**src/rtl/stim_pkg.sv**
```systemverilog
// Shared types and constants for the biphasic stimulus sequencer.
// The state enum is the sequencer's pulse timeline in order.
package stim_pkg;

  typedef enum logic [2:0] {
    IDLE,
    REST,
    LEAD,
    PH1,
    IPD,
    PH2,
    LAG
  } stim_state_t;

  localparam stim_state_t RESET_STATE = IDLE;
  localparam logic        CTRL_OFF    = 1'b0;

endpackage

```
**src/rtl/stim_dur_timer.sv**
```systemverilog
// Loadable down-counter shared by every timed sequencer state.
// A load of D makes the state last max(D,1) cycles, including the load cycle.
module stim_dur_timer #(
  parameter int TW = 16
) (
  input  logic          clock,
  input  logic          reset,
  input  logic          load,
  input  logic [TW-1:0] dur,
  output logic          expired
);

  logic [TW-1:0] cnt;

  always_ff @(posedge clock) begin
    if (reset) begin
      cnt <= '0;
    end else if (load) begin
      cnt <= (dur == '0) ? '0 : dur - 1'b1;
    end else if (cnt != '0) begin
      cnt <= cnt - 1'b1;
    end
  end

  assign expired = (cnt == '0);

endmodule

```
**src/rtl/stim_sequencer_v3.sv**
```systemverilog
// Clocked charge-balanced biphasic pulse-train sequencer driving EN_ST, MAG_ST
// and the HS/LS channel selects, with ramp, cathode sweep and pulse limit.
module stim_sequencer_v3
  import stim_pkg::*;
#(
  parameter int              TW        = 16,
  parameter int              MAG_W     = 5,
  parameter int              CH_W      = 4,
  parameter int              CNT_W     = 8,
  parameter logic [CH_W-1:0] SWEEP_MIN = 4'd2,
  parameter logic [CH_W-1:0] SWEEP_MAX = 4'd8
) (
  input  logic             CLK,
  input  logic             RST,
  input  logic             START,
  input  logic             STOP,
  input  logic [TW-1:0]    REST_CYC,
  input  logic [TW-1:0]    EXT_CYC,
  input  logic [TW-1:0]    PH1_CYC,
  input  logic [TW-1:0]    IPD_CYC,
  input  logic [TW-1:0]    PH2_CYC,
  input  logic [MAG_W-1:0] MAG_CFG,
  input  logic             RAMP,
  input  logic             SWEEP,
  input  logic             CAT_FIRST,
  input  logic [CH_W-1:0]  CH_ANO,
  input  logic [CH_W-1:0]  CH_CAT,
  input  logic [CNT_W-1:0] N_PULSES,
  output logic             EN_ST,
  output logic [MAG_W-1:0] MAG_ST,
  output logic [CH_W-1:0]  ChSel_HS,
  output logic [CH_W-1:0]  ChSel_LS,
  output logic             BUSY,
  output logic             DONE
);

  stim_state_t      state_q;

  logic [TW-1:0]    rest_l;
  logic [TW-1:0]    ext_l;
  logic [TW-1:0]    ph1_l;
  logic [TW-1:0]    ipd_l;
  logic [TW-1:0]    ph2_l;
  logic [MAG_W-1:0] mag_cfg_l;
  logic             ramp_l;
  logic             sweep_l;
  logic             cat_first_l;
  logic [CH_W-1:0]  ano_l;
  logic [CNT_W-1:0] n_pulses_l;

  logic [CH_W-1:0]  cat_q;
  logic [CNT_W-1:0] pulse_cnt;
  logic             stop_req;

  logic             tmr_load;
  logic [TW-1:0]    tmr_dur;
  logic             tmr_exp;

  logic [CNT_W-1:0] cnt_next;
  logic [MAG_W-1:0] mag_next;
  logic [CH_W-1:0]  cat_next;
  logic             stop_now;
  logic             last_pulse;
  logic [CH_W-1:0]  ph1_hs;
  logic [CH_W-1:0]  ph1_ls;

  // One sweep step: increment, wrapping past SWEEP_MAX back to SWEEP_MIN.
  function automatic logic [CH_W-1:0] wrap_inc(input logic [CH_W-1:0] c);
    logic [CH_W:0] s;
    s = {1'b0, c} + (CH_W+1)'(1);
    if (s > {1'b0, SWEEP_MAX}) begin
      s = {1'b0, SWEEP_MIN};
    end
    return s[CH_W-1:0];
  endfunction

  function automatic logic [CH_W-1:0] sweep_step(input logic [CH_W-1:0] c,
                                                 input logic [CH_W-1:0] ano);
    logic [CH_W-1:0] n;
    n = wrap_inc(c);
    if (n == ano) begin
      n = wrap_inc(n);
    end
    return n;
  endfunction

  stim_dur_timer #(
    .TW(TW)
  ) u_timer (
    .clock  (CLK),
    .reset  (RST),
    .load   (tmr_load),
    .dur    (tmr_dur),
    .expired(tmr_exp)
  );

  // The timer is reloaded on every state exit with the duration of the state being entered.
  always_comb begin
    tmr_load = 1'b0;
    tmr_dur  = '0;
    case (state_q)
      IDLE: begin tmr_load = START;   tmr_dur = REST_CYC; end
      REST: begin tmr_load = tmr_exp; tmr_dur = ext_l;    end
      LEAD: begin tmr_load = tmr_exp; tmr_dur = ph1_l;    end
      PH1:  begin tmr_load = tmr_exp; tmr_dur = ipd_l;    end
      IPD:  begin tmr_load = tmr_exp; tmr_dur = ph2_l;    end
      PH2:  begin tmr_load = tmr_exp; tmr_dur = ext_l;    end
      LAG:  begin tmr_load = tmr_exp; tmr_dur = rest_l;   end
      default: begin tmr_load = 1'b0; tmr_dur = '0;       end
    endcase
  end

  assign cnt_next   = pulse_cnt + 1'b1;
  assign mag_next   = (ramp_l && (MAG_ST < mag_cfg_l)) ? MAG_ST + 1'b1 : MAG_ST;
  assign cat_next   = sweep_l ? sweep_step(cat_q, ano_l) : cat_q;
  assign stop_now   = stop_req | STOP;
  assign last_pulse = stop_now | ((n_pulses_l != '0) && (cnt_next == n_pulses_l));
  assign ph1_hs     = cat_first_l ? cat_q : ano_l;
  assign ph1_ls     = cat_first_l ? ano_l : cat_q;

  // Sequencer FSM; every output is a register updated on the state transition that needs it.
  always_ff @(posedge CLK) begin
    if (RST) begin
      state_q     <= RESET_STATE;
      EN_ST       <= CTRL_OFF;
      MAG_ST      <= '0;
      ChSel_HS    <= '0;
      ChSel_LS    <= '0;
      BUSY        <= CTRL_OFF;
      DONE        <= CTRL_OFF;
      rest_l      <= '0;
      ext_l       <= '0;
      ph1_l       <= '0;
      ipd_l       <= '0;
      ph2_l       <= '0;
      mag_cfg_l   <= '0;
      ramp_l      <= 1'b0;
      sweep_l     <= 1'b0;
      cat_first_l <= 1'b0;
      ano_l       <= '0;
      n_pulses_l  <= '0;
      cat_q       <= '0;
      pulse_cnt   <= '0;
      stop_req    <= 1'b0;
    end else begin
      DONE <= 1'b0;
      if (STOP && (state_q != IDLE)) begin
        stop_req <= 1'b1;
      end
      case (state_q)
        IDLE: begin
          stop_req <= 1'b0;
          if (START) begin
            rest_l      <= REST_CYC;
            ext_l       <= EXT_CYC;
            ph1_l       <= PH1_CYC;
            ipd_l       <= IPD_CYC;
            ph2_l       <= PH2_CYC;
            mag_cfg_l   <= MAG_CFG;
            ramp_l      <= RAMP;
            sweep_l     <= SWEEP;
            cat_first_l <= CAT_FIRST;
            ano_l       <= CH_ANO;
            n_pulses_l  <= N_PULSES;
            MAG_ST      <= RAMP ? '0 : MAG_CFG;
            cat_q       <= CH_CAT;
            pulse_cnt   <= '0;
            EN_ST       <= 1'b0;
            ChSel_HS    <= '0;
            ChSel_LS    <= '0;
            BUSY        <= 1'b1;
            state_q     <= REST;
          end
        end
        REST: begin
          // No current flows in REST, so a stop can end the train right away.
          if (stop_now) begin
            BUSY     <= 1'b0;
            DONE     <= 1'b1;
            stop_req <= 1'b0;
            state_q  <= IDLE;
          end else if (tmr_exp) begin
            EN_ST   <= 1'b1;
            state_q <= LEAD;
          end
        end
        LEAD: begin
          if (tmr_exp) begin
            ChSel_HS <= ph1_hs;
            ChSel_LS <= ph1_ls;
            state_q  <= PH1;
          end
        end
        PH1: begin
          if (tmr_exp) begin
            ChSel_HS <= '0;
            ChSel_LS <= '0;
            state_q  <= IPD;
          end
        end
        IPD: begin
          if (tmr_exp) begin
            ChSel_HS <= ph1_ls;
            ChSel_LS <= ph1_hs;
            state_q  <= PH2;
          end
        end
        PH2: begin
          if (tmr_exp) begin
            ChSel_HS <= '0;
            ChSel_LS <= '0;
            state_q  <= LAG;
          end
        end
        LAG: begin
          if (tmr_exp) begin
            pulse_cnt <= cnt_next;
            MAG_ST    <= mag_next;
            cat_q     <= cat_next;
            EN_ST     <= 1'b0;
            if (last_pulse) begin
              BUSY     <= 1'b0;
              DONE     <= 1'b1;
              stop_req <= 1'b0;
              state_q  <= IDLE;
            end else begin
              state_q  <= REST;
            end
          end
        end
        default: begin
          EN_ST    <= 1'b0;
          ChSel_HS <= '0;
          ChSel_LS <= '0;
          BUSY     <= 1'b0;
          state_q  <= IDLE;
        end
      endcase
    end
  end

endmodule

```
**config.mk**
```make
export PLATFORM = sky130hd
export DESIGN_NAME = stim_sequencer_v3
export DESIGN_NICKNAME = d
export VERILOG_FILES = /design/src/rtl/stim_pkg.sv /design/src/rtl/stim_dur_timer.sv /design/src/rtl/stim_sequencer_v3.sv
export SDC_FILE = /design/constraint.sdc
export NUM_CORES = 1
export LEC_CHECK = 0
export ABC_AREA = 1
export CAP_MARGIN = 20
export CORE_ASPECT_RATIO = 1.4
export CORE_MARGIN = 8
export CORE_UTILIZATION = 40
export CTS_CLUSTER_DIAMETER = 30
export DETAILED_ROUTE_END_ITERATION = 16
export GPL_TIMING_DRIVEN = 0
export MAX_ROUTING_LAYER = met4
export PLACE_DENSITY = 0.62
export RECOVER_POWER = 100
export SETUP_SLACK_MARGIN = 0.1
export SLEW_MARGIN = 15
export SYNTH_ARGS = -nofsm -noshare
export SYNTH_HDL_FRONTEND = slang
export SYNTH_HIERARCHICAL = 1
export SYNTH_SLANG_ARGS = --single-unit
```
**constraint.sdc**
```tcl
create_clock -name CLK -period 5.1 [get_ports CLK]
set_clock_uncertainty 0.15 [all_clocks]
set_input_delay 0.765 -clock CLK [delete_from_list [all_inputs] [get_ports CLK]]
set_output_delay 0.765 -clock CLK [all_outputs]
set_load 0.01 [all_outputs]
```
==> impl_metrics.toml <==
[outcome]
run_status = "complete, no violations"

[floorplanning]
io_pins = 124
die_w_um = 135
fp.dieH_um = 183
die_area_um2 = 24700
num_rows = 61
core_um2 = 19700
initial_core_util = 0.404

[power]
max-vdd-ir-drop_mv = 0.320
p_int_mw = 3.34
switchingPower_mw = 2.50
seq_power_share = 0.285
p_leak_nw = 4.10
sw_frac_of_total = 0.428
clockPowerShare = 0.242
p_comb_frac = 0.473
p_per_area_nw_per_um2 = 578

[layout]
fin_util = 0.513
diodes = 0
drive_gt1_frac = 0.0610
fin_nets = 1421
syn2layout_area_growth_pct = 26.9

[timing]
max_freq_mhz = 248
hold_violations = 0
finalSetupViolations = 0
drv_slew = 0
grt_setup_unrepaired = "false"
worstMarginPinSlew_ps = 767
slew_headroom = 0.489
fin_crit_sh = 0.790
tns_ps = 0
finalCriticalPeriod_ps = 4030

[worst_setup_path]
arrival_ps = 4190
critPathCaptureType = "register"
crit_path_start_kind = "register"
crit_type = "reg2reg"
required_ps = 5260
cp_max_fo = 10
reg2regPathDepth = 19
cpMostUsedCell = "nand2_1"
cpMaxStageDelayCell = "nor2_1"
r2r_slack_ps = 1070
r2r-end = "u_timer/cnt[7]$_SDFFE_PP0P_"
rr_startpoint = "state_q[2]$_SDFFE_PP0P_"
max_stage_delay_ps = 490
path_cells = "nand2_1 -> nor2_1 -> inv_1 -> clkbuf_1 -> clkbuf_1 -> o22ai_1 -> a21oi_1 -> nand2_1 -> inv_1 -> ha_1 -> nand2_1 -> nor2_1 -> nand3b_4 -> nand2_1 -> inv_1 -> nand2_1 -> nand2_1 -> nand2_1 -> nor2_2"

[logic_synthesis]
synth_cells = 1158
ys.flop_type = "dfxtp_1"
ys_warn_count = 6
avgSynthCellArea_um2 = 6.87
synth_area_um2 = 7950
synth.ff_latch_count = 148
ys_types = 45
synth.net_count = 1280
ys_seq_area_frac = 0.373
synth_edf_count = 0
async_flop_share = 0

[clock_tree]
cts_made_buffers = 17
clk_pin_slew_worst_paths_ps = 60
cts_sinks = 148
postCtsSetupBuffers = 0
cts.path.max_buffers = 2
postCtsHoldBufs = 0
htree_num_levels = 4
clock_tree.root_cell = "clkbuf_16"
cts_tree = "done"
cts_resized = 0
clkLatencyLatePin_ps = 430

[worst_hold_path]
min_to = "ChSel_LS[3]$_SDFFE_PP0P_"
hold_path_class = "reg2reg"
whs_path_depth = 2
min-delay-start = "ChSel_LS[3]$_SDFFE_PP0P_"

[grt]
track_usage = 0.228
antenna_found_initial = 0
grt.overflow.total = 0
grt_pass1_wl_um = 42500
grt_max_degree = 17
grt_pass1_vias = 8226

[place]
dp_hpwl_um = 21400
io_buffers = 122
gp_congestion = 0.918

[route]
detail_route.wl_per_cell_um = 17.5
drc = 0
ant_nets = 0
routed_wl_um = 27300
avgViaCountPerCell = 5.29
drt_pre_antenna_iters = 5
drtIter0Drc = 434
vias = 8278

[run]
cap_violations = 0
-- registers in the layout (all words and copies together), names as in the netlist, 8 cells and up --
| register | cells |
|---|---|
| ext_l | 16 |
| ipd_l | 16 |
| n_pulses_l | 8 |
| ph1_l | 16 |
| ph2_l | 16 |
| pulse_cnt | 8 |
| rest_l | 16 |
| u_timer/cnt | 16 |
-- cells in the mapped netlist (all sizes together), types with 2 or more instances --
cell	instances	area, um^2
nand2	206	816
o2111ai	2	17.5
o21bai	2	15.0
o22ai	36	225
ha	14	175
nor3	7	35.0
xor2	9	97.6
o21ai	119	596
a21oi	179	915
nand4	14	87.6
nor2	93	467
a21o	2	15.0
a31oi	3	18.8
nor4	3	18.8
dfxtp	148	2960
o221ai	2	17.5
nand3b	6	57.6
nand3	80	433
inv	159	597
or2	4	25.0
a221oi	3	26.3
buf	12	63.8
clkbuf	44	185
xnor2	6	52.6
-- logic make-up after synthesis --
group           Yosys count  share of synthesized area
simple gates            414                      0.245
xor+xnor                 15                     0.0189
flops                   148                      0.373
buf+inv                 216                      0.107
fa+ha+maj                14                     0.0220
compound gates          351                      0.235
-- area by class of cell --
cell class / instances / area, um^2
tap: 252 / 315
clock inverter: 8 / 169
timing repair buffer: 122 / 1220
fill: 2046 / 9600
sequential: 148 / 2960
clock buffer: 24 / 492
multi-input combinational: 794 / 4090
inverter: 160 / 601
buffer: 56 / 244
-- worst max-delay path by stage --
stage,startpoint,endpoint,cells past startpoint
3_3_place_gp,RST,ext_l[8]$_SDFFE_PP0P_,7
2_1_floorplan,state_q[1]$_SDFFE_PP0P_,u_timer/cnt[10]$_SDFFE_PP0P_,19
6_report,state_q[2]$_SDFFE_PP0P_,u_timer/cnt[7]$_SDFFE_PP0P_,19
5_1_grt,state_q[2]$_SDFFE_PP0P_,u_timer/cnt[14]$_SDFFE_PP0P_,19
3_5_place_dp,RST,ext_l[8]$_SDFFE_PP0P_,7
4_1_cts,state_q[1]$_SDFFE_PP0P_,u_timer/cnt[13]$_SDFFE_PP0P_,17
-- layer usage --
layer	routed length, um	vias to the layer above	track usage
li1	-	4135	-
met1	10400	3832	0.235
met2	14400	247	0.407
met3	1280	64	0.0370
met4	1170	0	0.117
met5	0	-	-
-- placed cells by master, fill, tap and decap left out, types with 5 or more instances in the layout --
master	synthesis	layout
nor3_1	7	7
xnor2_1	6	6
xor2_1	8	8
clkbuf_16	0	17
clkbuf_8	2	6
o21ai_1	7	5
inv_1	150	153
o22ai_1	36	36
a21oi_2	5	5
nor2_4	7	6
inv_2	9	6
o21ai_0	112	114
dfxtp_1	148	148
bufinv_16	0	5
nand2_2	8	5
dlygate4sd3_1	0	17
buf_2	9	5
clkdlybuf4s50_1	0	105
clkbuf_1	42	50
nand3_1	75	76
a21oi_1	174	174
nor2_2	13	10
nand3b_1	5	5
nand2_1	195	199
nand4_1	14	14
ha_1	14	14
nor2_1	71	76
-- power groups by stage --
stage,Clock [mW],Combinational [mW],Sequential [mW]
6_report,1.41,2.76,1.66
5_1_grt,1.48,3.11,1.70
4_1_cts,1.43,2.83,1.66
3_5_place_dp,0,2.81,1.68
3_3_place_gp,0,2.78,1.68
2_1_floorplan,0,2.02,1.65
-- worst max-delay path, delay by kind of cell (launching register included) --
family / cells / cell delay (ps)
simple gates: 11 / 1520
buf+inv: 5 / 1300
fa+ha+maj: 1 / 170
compound gates: 2 / 410
flops: 1 / 360
-- stage by stage --
step / std cells / cell area (um^2) / hold WS, ps / power [mW] / setup slack (ps)
2_1_floorplan: 1158 / 7950 / 274 / 3.67 / 2470
3_3_place_gp: 1532 / 9490 / 285 / 4.46 / 1340
3_5_place_dp: 1532 / 9490 / 285 / 4.49 / 1310
4_1_cts: 1564 / 10100 / 304 / 5.92 / 1590
5_1_grt: 1564 / 10100 / 311 / 6.29 / 774
6_report: 1564 / 10100 / 297 / 5.84 / 1070
Note: power is estimated with default switching activity, not from simulation.
==> variant 1 (same settings) <==
`TW` is set to 16 in 2 places; all go to 18.
--- a/src/rtl/stim_dur_timer.sv
+++ b/src/rtl/stim_dur_timer.sv
@@ -1,7 +1,7 @@
 // Loadable down-counter shared by every timed sequencer state.
 // A load of D makes the state last max(D,1) cycles, including the load cycle.
 module stim_dur_timer #(
-  parameter int TW = 16
+  parameter int TW = 18
 ) (
   input  logic          clock,
   input  logic          reset,
--- a/src/rtl/stim_sequencer_v3.sv
+++ b/src/rtl/stim_sequencer_v3.sv
@@ -3,7 +3,7 @@
 module stim_sequencer_v3
   import stim_pkg::*;
 #(
-  parameter int              TW        = 16,
+  parameter int              TW        = 18,
   parameter int              MAG_W     = 5,
   parameter int              CH_W      = 4,
   parameter int              CNT_W     = 8,
Ports: changed (5 resized); port bits go from 124 to 134. No check against the original RTL was run, so the function may have changed too.
==> variant 1 against the unedited design <==
Total power grew 3.3%. Synthesized area increased by 8.1%. Routed wire length rose by 14%. Design area is 6.6% higher. First-iteration DRC count is 33% higher. Clock power down 7%. Sequential cell count up 12. Count of clock-buffer cells in the layout fell by 6. Critical path depth fell by 3. Worst setup slack got worse by 0.14 ns. Critical path type unchanged.
==> variant 1: results (changes against the unedited design) <==
\begin{tabular}{lr}
\hline
Metric & Value \\
\hline
\multicolumn{2}{l}{\textbf{Run status}} \\
\quad Result of the run & finished, final reports clean \\
\multicolumn{2}{l}{\textbf{GRT}} \\
\quad Number of global-route vias before repair & 8664 (+5.3\%) \\
\quad GRT Util Overall & 24.0\% (+1.3 points) \\
\multicolumn{2}{l}{\textbf{Power}} \\
\quad Leakage component of the power & 4.29 nW (+4.8\%) \\
\multicolumn{2}{l}{\textbf{Placement}} \\
\quad Minimum setup slack after placement & 1.37 ns (+0.0626 ns) \\
\quad Count of input and output buffers & 132 (+8.2\%) \\
\quad DP HPWL & 24700 µm (+15\%) \\
\quad Cell area after placement & 10200 µm² (+8.0\%) \\
\quad Final weighted congestion in routability-driven placement & 0.949 (+3.4\%) \\
\multicolumn{2}{l}{\textbf{Synth}} \\
\quad Cell variety after synth & 44 (-2.2\%) \\
\quad Top cells by area, synth & sky130\_fd\_sc\_hd\_\_dfxtp\_1 (37\%), sky130\_fd\_sc\_hd\_\_nand2\_1 (11\%), sky130\_fd\_sc\_hd\_\_a21oi\_1 (9.4\%), sky130\_fd\_sc\_hd\_\_o21ai\_0 (6.2\%), sky130\_fd\_sc\_hd\_\_inv\_1 (6.0\%) \\
\quad Mapped Nets & 1370 (+7.0\%) \\
\quad List of most frequent post-synthesis cells & sky130\_fd\_sc\_hd\_\_nand2\_1 (243), sky130\_fd\_sc\_hd\_\_a21oi\_1 (162), sky130\_fd\_sc\_hd\_\_dfxtp\_1 (160), sky130\_fd\_sc\_hd\_\_inv\_1 (138), sky130\_fd\_sc\_hd\_\_o21ai\_0 (106) \\
\quad Sequential element share of the synthesized area & 37.3\% (about the same) \\
\multicolumn{2}{l}{\textbf{Routing}} \\
\quad Total detailed-routing wirelength & 31000 µm (+14\%) \\
\quad Number of violations reported at the end of detailed-routing iteration 0 & 577 (+33\%) \\
\multicolumn{2}{l}{\textbf{Critical path}} \\
\quad Library cell contributing the largest single delay on the critical path & sky130\_fd\_sc\_hd\_\_clkbuf\_1 \\
\quad Flop-to-flop setup slack & 0.93 ns (-0.14 ns) \\
\quad Dominant delay contributor by cell family on the critical path & buffers and inverters \\
\quad Critical path data arrival time & 4.40 ns (+0.21 ns) \\
\multicolumn{2}{l}{\textbf{Final layout}} \\
\quad Share of cells above drive strength 1 & 7.84\% (+1.7 points) \\
\quad Nets & 1521 (+7.0\%) \\
\multicolumn{2}{l}{\textbf{Timing}} \\
\quad Min cycle time layout & 4.17 ns (+0.141 ns) \\
\quad Worst-case hold slack & 0.298 ns (+0.00159 ns) \\
\quad Slew at the pin closest to its max-slew limit & 0.683 ns (-0.0837 ns) \\
\hline
\end{tabular}
variant 1: changes by cell type in the layout (fill, tap and decap cells not counted), moves of 7 or more:
cell                              unedited run  this run
sky130_fd_sc_hd__nand2_1                   199       245
sky130_fd_sc_hd__dfxtp_1                   148       160
sky130_fd_sc_hd__o2111ai_1                   2        10
sky130_fd_sc_hd__inv_1                     153       142
sky130_fd_sc_hd__buf_2                       5        23
sky130_fd_sc_hd__o22ai_1                    36        16
sky130_fd_sc_hd__nand3_1                    76        97
sky130_fd_sc_hd__clkdlybuf4s50_1           105       115
sky130_fd_sc_hd__a221oi_1                    3        10
sky130_fd_sc_hd__a21oi_1                   174       163
sky130_fd_sc_hd__o221ai_1                    2        10
sky130_fd_sc_hd__clkbuf_1                   50        41
variant 1: cells by family after synthesis:
group / synth area share (%)
AO/OA/AOI/OAI: 21.7
XOR/XNOR: 2.24
adder cells (fa/ha/maj): 1.89
buffers and inverters: 10.1
flip-flops: 37.3
AND/OR/NAND/NOR: 26.8
variant 1: worst min-delay path, cell delays in order (launching register included):
cell and delay, ns:
sky130_fd_sc_hd__dfxtp_1 0.31, sky130_fd_sc_hd__inv_1 0.04, sky130_fd_sc_hd__a21oi_1 0.05
variant 1: final timing paths:
kind,start,end,cells after the start
worst min-delay path,ChSel_LS[2],ChSel_LS[2],2
worst max-delay path,u_timer/cnt[0],u_timer/cnt[7],16
worst max register to register,u_timer/cnt[0],u_timer/cnt[7],16
worst min register to register,ChSel_LS[2],ChSel_LS[2],2
variant 1: where the power goes:
part | switching (mW) | total [mW] | internal, mW
Combinational | 1.96 | 2.96 | 1.00
Clock | 0.581 | 1.31 | 0.731
Sequential | 0.199 | 1.76 | 1.56
variant 1: stage by stage:
stage | instances | power (mW)
floorplan | 1239 | 3.87
global placement | 1631 | 4.76
detailed placement | 1631 | 4.79
CTS | 1663 | 6.09
global route | 1663 | 6.47
finish | 1663 | 6.03
variant 1: area by class of cell:
type | instances | area [µm²]
Clock inverter | 14 | 155
Fill cell | 2176 | 10400
Timing Repair Buffer | 132 | 1320
Sequential cell | 160 | 3200
Buffer | 65 | 284
Multi-Input combinational cell | 862 | 4470
Tap cell | 260 | 325
Clock buffer | 18 | 429
Inverter | 152 | 571
variant 1: routing by layer:
layer | part of all wire [%] | vias up | routed length (µm) | track usage, %
li1 | - | 4421 | - | -
met1 | 39 | 4093 | 12100 | 25.7
met2 | 52 | 271 | 16100 | 42.4
met3 | 5.2 | 64 | 1630 | 4.36
met4 | 4.0 | 0 | 1230 | 11.2
met5 | 0 | - | 0 | -
==> variant 2 (same settings) <==
Made on the original files. Register the input `MAG_CFG` before use, without a reset. The logic sees it one clock later. The other inputs are not delayed to match.
--- a/src/rtl/stim_sequencer_v3.sv
+++ b/src/rtl/stim_sequencer_v3.sv
@@ -33,6 +33,12 @@
   output logic             BUSY,
   output logic             DONE
 );
+
+  logic [MAG_W-1:0] MAG_CFG_q;
+
+  always_ff @(posedge CLK) begin
+    MAG_CFG_q <= MAG_CFG;
+  end
 
   stim_state_t      state_q;
 
@@ -156,13 +162,13 @@
             ph1_l       <= PH1_CYC;
             ipd_l       <= IPD_CYC;
             ph2_l       <= PH2_CYC;
-            mag_cfg_l   <= MAG_CFG;
+            mag_cfg_l   <= MAG_CFG_q;
             ramp_l      <= RAMP;
             sweep_l     <= SWEEP;
             cat_first_l <= CAT_FIRST;
             ano_l       <= CH_ANO;
             n_pulses_l  <= N_PULSES;
-            MAG_ST      <= RAMP ? '0 : MAG_CFG;
+            MAG_ST      <= RAMP ? '0 : MAG_CFG_q;
             cat_q       <= CH_CAT;
             pulse_cnt   <= '0;
             EN_ST       <= 1'b0;
Function: changed (Yosys sat finds a counterexample within 4 cycles, from zero or initial values and one cycle with RST high).
==> variant 2 against the unedited design <==
Total power shrank 0.67%. Synthesized area is 1.6% higher. Count of clock-buffer cells in the layout decreased by 7. Routed wire length rose by 4.7%. Design area up 0.48%. Worst setup slack worse by 0.18 ns. Sequential cell count up 5. Sequential power up 2%. Critical endpoint is now u_timer/cnt[14].
==> variant 2: results (changes against the unedited design) <==
\begin{tabular}{lr}
\hline
Metric & Value \\
\hline
\multicolumn{2}{l}{\textbf{Run status}} \\
\quad Result of the run & finished, final reports clean \\
\multicolumn{2}{l}{\textbf{Synth}} \\
\quad List of most frequent post-synthesis cells & sky130\_fd\_sc\_hd\_\_nand2\_1 (215), sky130\_fd\_sc\_hd\_\_a21oi\_1 (155), sky130\_fd\_sc\_hd\_\_dfxtp\_1 (153), sky130\_fd\_sc\_hd\_\_inv\_1 (135), sky130\_fd\_sc\_hd\_\_o21ai\_0 (107) \\
\quad Gate count after technology mapping & 1156 (-0.17\%) \\
\quad Top cells by area, synth & sky130\_fd\_sc\_hd\_\_dfxtp\_1 (38\%), sky130\_fd\_sc\_hd\_\_nand2\_1 (10\%), sky130\_fd\_sc\_hd\_\_a21oi\_1 (9.6\%), sky130\_fd\_sc\_hd\_\_o21ai\_0 (6.6\%), sky130\_fd\_sc\_hd\_\_inv\_1 (6.3\%) \\
\quad Sequential element share of the synthesized area & 37.9\% (+0.65 points) \\
\multicolumn{2}{l}{\textbf{Power}} \\
\quad Leakage component of the power & 4.07 nW (-0.61\%) \\
\quad Combinational Power Share & 47.8\% (+0.5 points) \\
\quad Sequential share of power & 29.4\% (+0.9 points) \\
\quad Maximum resistive drop on vdd & 0.251 mV (-22\%) \\
\quad Internal power component & 3.17 mW (-5.0\%) \\
\multicolumn{2}{l}{\textbf{GRT}} \\
\quad GRT Util Overall & 23.5\% (+0.73 points) \\
\quad Global-route wire length before repair & 43900 µm (+3.3\%) \\
\quad Antenna violations before repair & 0 (unchanged) \\
\quad Pin count of the biggest net entering global routing & 17 (unchanged) \\
\quad Number of global-route vias before repair & 8197 (-0.35\%) \\
\multicolumn{2}{l}{\textbf{Critical path}} \\
\quad Library cell contributing the largest single delay on the critical path & sky130\_fd\_sc\_hd\_\_a221oi\_1 \\
\quad Delay contributed by the slowest stage of the critical path & 0.53 ns (+0.04 ns) \\
\multicolumn{2}{l}{\textbf{Placement}} \\
\quad DP HPWL & 22600 µm (+5.4\%) \\
\quad Minimum setup slack after placement & 1.32 ns (+0.00570 ns) \\
\quad Final weighted congestion in routability-driven placement & 0.935 (+1.9\%) \\
\quad Placed insts & 1530 (-0.13\%) \\
\multicolumn{2}{l}{\textbf{Timing}} \\
\quad Slew at the pin closest to its max-slew limit & 0.837 ns (+0.0697 ns) \\
\multicolumn{2}{l}{\textbf{Routing}} \\
\quad DR vias & 8271 (-0.085\%) \\
\quad Wire length per cell after detailed routing & 18.3 µm (+4.8\%) \\
\quad Detailed-route vias per instance & 5.30 (about the same) \\
\quad Number of violations reported at the end of detailed-routing iteration 0 & 685 (+58\%) \\
\multicolumn{2}{l}{\textbf{Worst hold path}} \\
\quad Class of the tightest hold or removal check & reg2reg \\
\multicolumn{2}{l}{\textbf{Final layout}} \\
\quad Share of cells above drive strength 1 & 6.87\% (+0.77 points) \\
\quad Nets & 1418 (-0.21\%) \\
\multicolumn{2}{l}{\textbf{Clock network}} \\
\quad Clock tree buffer depth & 2 (unchanged) \\
\hline
\end{tabular}
-- variant 2: cell types whose count changed after synthesis, sizes merged, moves of 6 or more --
cell	unedited run	this run
nand2	206	226
o22ai	36	16
a21oi	179	160
clkbuf	44	31
nand3	80	92
buf	12	23
inv	159	148
o221ai	2	10
a221oi	3	10
o2111ai	2	8
-- variant 2: cells by family after synthesis --
family,after synthesis,synth area share (%)
AO/OA/AOI/OAI,327,22.5
XOR/XNOR,14,1.52
adder cells (fa/ha/maj),13,2.01
buffers and inverters,202,9.82
flip-flops,153,37.9
AND/OR/NAND/NOR,447,26.2
-- variant 2: final cells by class --
type                    instances  area, µm²
clock buffers                  17        425
inverters                     148        561
fillers                      2030       9700
plain buffers                  54        223
flip-flops and latches        153       3060
multi-input cells             801       4150
repair buffers                122       1220
clock inverters                15        181
well taps                     252        315
-- variant 2: layer usage --
layer,GRT usage (%),share of wire (%),vias to the layer above
li1,-,-,4162
met1,24.7,39,3833
met5,-,0,-
met4,9.48,3.4,0
met3,3.51,3.5,63
met2,42.9,54,213
-- variant 2: per-stage QoR --
stage / cell area (µm²) / total power, mW
floorplan: 8080 / 3.68
global placement: 9620 / 4.53
detailed placement: 9620 / 4.55
CTS: 10200 / 5.88
global route: 10100 / 6.23
finish: 10100 / 5.80
-- variant 2: path summary, 6_finish.rpt --
kind	startpoint	endpoint	slack [ns]
worst min-delay path	ChSel_HS[2]	ChSel_HS[2]	0.29
worst max-delay path	state_q[0]	u_timer/cnt[14]	0.89
worst min register to register	ChSel_HS[2]	ChSel_HS[2]	0.29
worst max register to register	state_q[0]	u_timer/cnt[14]	0.89
